**src/rtl/regfile_pkg.sv**
```systemverilog
// Shared definitions for the register-file dump reader: register file geometry and
// the dump FSM state encoding.
package regfile_pkg;

   localparam int unsigned REG_ADDR_W = 5;
   localparam int unsigned REG_DATA_W = 32;
   localparam int unsigned NUM_REGS   = 32;

   typedef enum logic [2:0] {
      IDLE,
      READ,
      SEND,
      SUM,
      FIN
   } dump_state_t;

endpackage

```
**src/rtl/regfile_dump.sv**
```systemverilog
// Debug reader that walks registers FIRST_REG..LAST_REG through a dedicated read port and
// streams them on a valid/ready interface. Define REGFILE_DUMP_CHECKSUM_EN to append an XOR beat.
module regfile_dump
   import regfile_pkg::*;
#(
   parameter int unsigned FIRST_REG = 0,
   parameter int unsigned LAST_REG  = 31
) (
   input  logic                  clk,
   input  logic                  rst_n,
   input  logic                  start,
   input  logic                  abort,
   output logic [REG_ADDR_W-1:0] rd_addr,
   input  logic [REG_DATA_W-1:0] rd_data,
   output logic                  out_valid,
   input  logic                  out_ready,
   output logic [REG_DATA_W-1:0] out_data,
   output logic [REG_ADDR_W-1:0] out_idx,
   output logic                  out_last,
   output logic                  busy,
   output logic                  done
);

   localparam logic [REG_ADDR_W-1:0] FirstIdx = REG_ADDR_W'(FIRST_REG);
   localparam logic [REG_ADDR_W-1:0] LastIdx  = REG_ADDR_W'(LAST_REG);

   if (LAST_REG < FIRST_REG || LAST_REG >= NUM_REGS) begin : gen_bad_range
      $error("regfile_dump: register range must satisfy FIRST_REG <= LAST_REG < 32");
   end

   dump_state_t           state_q, state_d;
   logic [REG_ADDR_W-1:0] idx_q, idx_d;
   logic [REG_DATA_W-1:0] data_q, data_d;
   logic [REG_ADDR_W-1:0] oidx_q, oidx_d;
   logic                  last_q, last_d;
   logic                  at_last;

`ifdef REGFILE_DUMP_CHECKSUM_EN
   logic [REG_DATA_W-1:0] acc_q, acc_d;
`endif

   assign at_last = (idx_q == LastIdx);

   always_comb begin
      state_d = state_q;
      idx_d   = idx_q;
      data_d  = data_q;
      oidx_d  = oidx_q;
      last_d  = last_q;
`ifdef REGFILE_DUMP_CHECKSUM_EN
      acc_d   = acc_q;
`endif

      unique case (state_q)
         IDLE: begin
            if (start && !abort) begin
               state_d = READ;
               idx_d   = FirstIdx;
`ifdef REGFILE_DUMP_CHECKSUM_EN
               acc_d   = '0;
`endif
            end
         end
         READ: begin
            state_d = SEND;
            data_d  = rd_data;
            oidx_d  = idx_q;
`ifdef REGFILE_DUMP_CHECKSUM_EN
            last_d  = 1'b0;
            acc_d   = acc_q ^ rd_data;
`else
            last_d  = at_last;
`endif
         end
         SEND: begin
            if (out_ready) begin
               if (at_last) begin
`ifdef REGFILE_DUMP_CHECKSUM_EN
                  // Checksum beat reuses the output register; acc_q already holds the last read.
                  state_d = SUM;
                  data_d  = acc_q;
                  oidx_d  = '0;
                  last_d  = 1'b1;
`else
                  state_d = FIN;
`endif
               end else begin
                  state_d = READ;
                  idx_d   = idx_q + REG_ADDR_W'(1);
               end
            end
         end
`ifdef REGFILE_DUMP_CHECKSUM_EN
         SUM: begin
            if (out_ready) begin
               state_d = FIN;
            end
         end
`endif
         FIN: begin
            state_d = IDLE;
         end
         default: begin
            state_d = IDLE;
         end
      endcase

      // Abort beats every other transition, including an accept in the same cycle.
      if (abort && (state_q != IDLE)) begin
         state_d = IDLE;
`ifdef REGFILE_DUMP_CHECKSUM_EN
         acc_d   = '0;
`endif
      end
   end

   always_ff @(posedge clk or negedge rst_n) begin
      if (!rst_n) begin
         state_q <= IDLE;
         idx_q   <= '0;
         data_q  <= '0;
         oidx_q  <= '0;
         last_q  <= 1'b0;
      end else begin
         state_q <= state_d;
         idx_q   <= idx_d;
         data_q  <= data_d;
         oidx_q  <= oidx_d;
         last_q  <= last_d;
      end
   end

`ifdef REGFILE_DUMP_CHECKSUM_EN
   always_ff @(posedge clk or negedge rst_n) begin
      if (!rst_n) begin
         acc_q <= '0;
      end else begin
         acc_q <= acc_d;
      end
   end
`endif

   assign rd_addr   = (state_q == IDLE) ? '0 : idx_q;
   assign out_valid = (state_q == SEND) || (state_q == SUM);
   assign out_data  = data_q;
   assign out_idx   = oidx_q;
   assign out_last  = last_q;
   assign busy      = (state_q != IDLE);
   assign done      = (state_q == FIN);

endmodule
```
**config.mk**
```make
export PLATFORM = sky130hd
export DESIGN_NAME = regfile_dump
export DESIGN_NICKNAME = d
export VERILOG_FILES = /design/src/rtl/regfile_pkg.sv /design/src/rtl/regfile_dump.sv
export SDC_FILE = /design/constraint.sdc
export NUM_CORES = 1
export LEC_CHECK = 0
export ABC_AREA = 1
export CAP_MARGIN = 20
export CORE_UTILIZATION = 38
export DETAILED_ROUTE_END_ITERATION = 12
export PLACE_DENSITY = 0.76
export SETUP_SLACK_MARGIN = 0.15
export SKIP_LAST_GASP = 1
export SLEW_MARGIN = 15
export SYNTH_ARGS = -nofsm -noshare
export SYNTH_HDL_FRONTEND = slang
export SYNTH_SLANG_ARGS = --single-unit
```
**constraint.sdc**
```tcl
create_clock -name clk -period 1.5 [get_ports clk]
set_input_delay 0.3 -clock clk [delete_from_list [all_inputs] [get_ports clk]]
set_output_delay 0.3 -clock clk [all_outputs]
set_load 0.01 [all_outputs]
```
==> flow_metrics.tcl <==
set metrics [dict create \
    cts_made_buffers 5 \
    drt_wl_total_um 6560 \
    overflow 0 \
    slew_headroom 0.615 \
    ys_async_sr_fraction 1.00 \
    io_pins 83 \
    antenna_found_initial 0 \
    dieWidth_um 74.1 \
    grt_max_degree 25 \
    period_share 1.07 \
    routed_via_density 4.89 \
    first_global_vias 1931 \
    netlist_instances 229 \
    ys.warnings.count 0 \
    start_kind "register" \
    core_sq_um 4850 \
    synth_cell_type_count 18 \
    worstPathMaxFanout 6 \
    cp.arrival_ns 1.31 \
    p_per_area_nw_per_um2 1940 \
    drcViolationCount 0 \
    met1_usage 0.313 \
    cts_num_sinks 46 \
    cts_tree "built" \
    yosys.area.top_type "dfrtp_1" \
    totalPowerFinal_w 0.00728 \
    finish.utilization 0.775 \
    drtIter0Drc 103 \
    multi_input_area_sq_um 1030 \
    crit_type "register to output pin" \
    final_hold_viol_count 0 \
    violations "setup timing" \
    syn2layout_area_growth_pct 90.2 \
    rows 25 \
    seq_area_frac_synth 0.583 \
    vias 2044 \
    layout_common_cells "dfrtp_1, nand3_1, nand2_2, dlygate4sd2_1, clkdlybuf4s50_1" \
    met3_usage 0.0461 \
    synth_area_per_cell_sq_um 8.63 \
    ys.flop_type "dfrtp_1" \
    syn-num-nets 268 \
    place_area_sq_um 2930 \
    clkLatencyLatePin_ns 0.30 \
    rsz0062_at_grt "yes" \
    yosysTopAreaCellShare 0.583 \
    cts.htree.levels 2 \
    grt_use_total 0.236 \
    synth_area_sq_um 1980 \
    root_buffer "clkbuf_8" \
    fin_area_sq_um 3760 \
    dieArea_sq_um 5490 \
    wl_per_cell_um 15.7 \
    synthTopCellsByArea "dfrtp_1, nand2_1, nand3_1, nor2_1, inv_1" \
    met2_usage 0.396 \
    power_leakage_nw 1.91 \
    worst_pin_slew_ns 0.578 \
    drive_above_1_share 0.393 \
    finalWorstSetupSlack_ns -0.111 \
    seqCellArea_sq_um 1150 \
    antenna_left 0 \
    setup_violations 41 \
    initial_utilization 0.407 \
    irDropWorstVdd_v 0.00113 \
    cp-end-kind "output pin" \
    fin_skew_ns 0.0151 \
    slew_viol_final 0 \
    hpwl_um 3390 \
    final_nets 389 \
    fin_cells 418 \
    fillers 328 \
    placed_cells 379 \
    final_common_cell "dfrtp_1" \
    top_usage_layer "met2" \
    dp_worst_setup_slack_ns -0.0682 \
    path_clk_slew_ns 0.10 \
    worstHoldPathType "register to register" \
    ys_ff_latch 46 \
    status "finished, violations left" \
    clockBufferDepth 2 \
    cp.required_ns 1.20 \
    drt_pass1_iterations 4 \
    timing.fmax_mhz 621 \
    io_buffers 82 \
    synth_edf_count 0 \
    gp_congestion 0.735 \
    fin_crit_ns 1.61 \
    grt_pass1_wl_um 9580 \
    n_antenna_cell 0 \
    drv_cap 0 \
    die_y_um 74.1 \
]
-- report_power, final --
| part | switching (W) | internal, W | leakage, nW |
|---|---|---|---|
| Clock | 0.000425 | 0.000423 | 0.0544 |
| Sequential | 0.000430 | 0.00174 | 0.585 |
| Combinational | 0.00205 | 0.00222 | 1.27 |
| Total | 0.00290 | 0.00438 | 1.91 |
-- cell type report --
class / instances / area share
clock buffer: 7 / 0.0256
clock inverter: 1 / 0.00233
inverter: 13 / 0.0156
multi-input combinational: 159 / 0.275
sequential: 46 / 0.306
tap: 67 / 0.0223
timing repair buffer: 125 / 0.353
-- logic make-up (layout without fill, tap and decap cells) --
family          count (synthesis)  after routing  synth area share
buf+inv                        24            146            0.0519
flops                          46             46             0.583
compound gates                  8              8            0.0203
xor+xnor                        1              1           0.00443
simple gates                  148            148             0.328
fa+ha+maj                       2              2            0.0127
-- cells in the mapped netlist (3+ instances only) --
library cell and instances:
buf_2 7, dfrtp_1 46, inv_1 11, nand2_1 88, nand2_2 3, nand3_1 40
nor2_1 12, o21ai_1 7
-- repair_timing --
action	in CTS	in global routing
hold endpoints to repair	4	0
setup buffers	17	5
gates cloned	7	1
pin swaps	7	11
endpoints found under the setup margin	92	54
hold buffers	1	0
gates resized for setup	104	93
-- metal layers --
metal	vias up	wire, um
met2	85	3430
li1	974	-
met3	11	396
met5	-	0
met1	974	2630
met4	0	109
-- flip-flops by register name, summed over array words and instances, names as in the netlist --
name / flops
out_idx: 5
out_last: 1
state_q: 3
out_data: 32
idx_q: 5
-- path summary, 6_finish.rpt --
check,from,endpoint,slack (ns),depth (start not counted)
setup / recovery,state_q[2],rd_addr[2],-0.11,6
hold / removal,out_data[19],out_data[19],0.48,2
setup reg to reg,state_q[2],out_data[6],-0.07,10
hold reg to reg,out_data[19],out_data[19],0.48,2
max in group asynchronous,rst_n,idx_q[2],0.44,3
min in group asynchronous,rst_n,out_data[11],0.53,2
-- per-stage QoR --
| step | hold WS (ns) | setup TNS, ns |
|---|---|---|
| 2_1_floorplan | 0.00441 | 0 |
| 3_3_place_gp | 0.319 | 0 |
| 3_5_place_dp | 0.320 | -0.840 |
| 4_1_cts | 0.476 | -0.681 |
| 5_1_grt | 0.504 | -4.16 |
| 6_report | 0.483 | -2.07 |
-- worst max-delay path, stage by stage (launching register included) --
cell	delay, ns
dfrtp_1	0.40
buf_6	0.13
nor2_4	0.14
nand2_4	0.08
inv_4	0.08
nor2_1	0.04
buf_2	0.13
No activity file was read; power rests on OpenSTA's default activity.
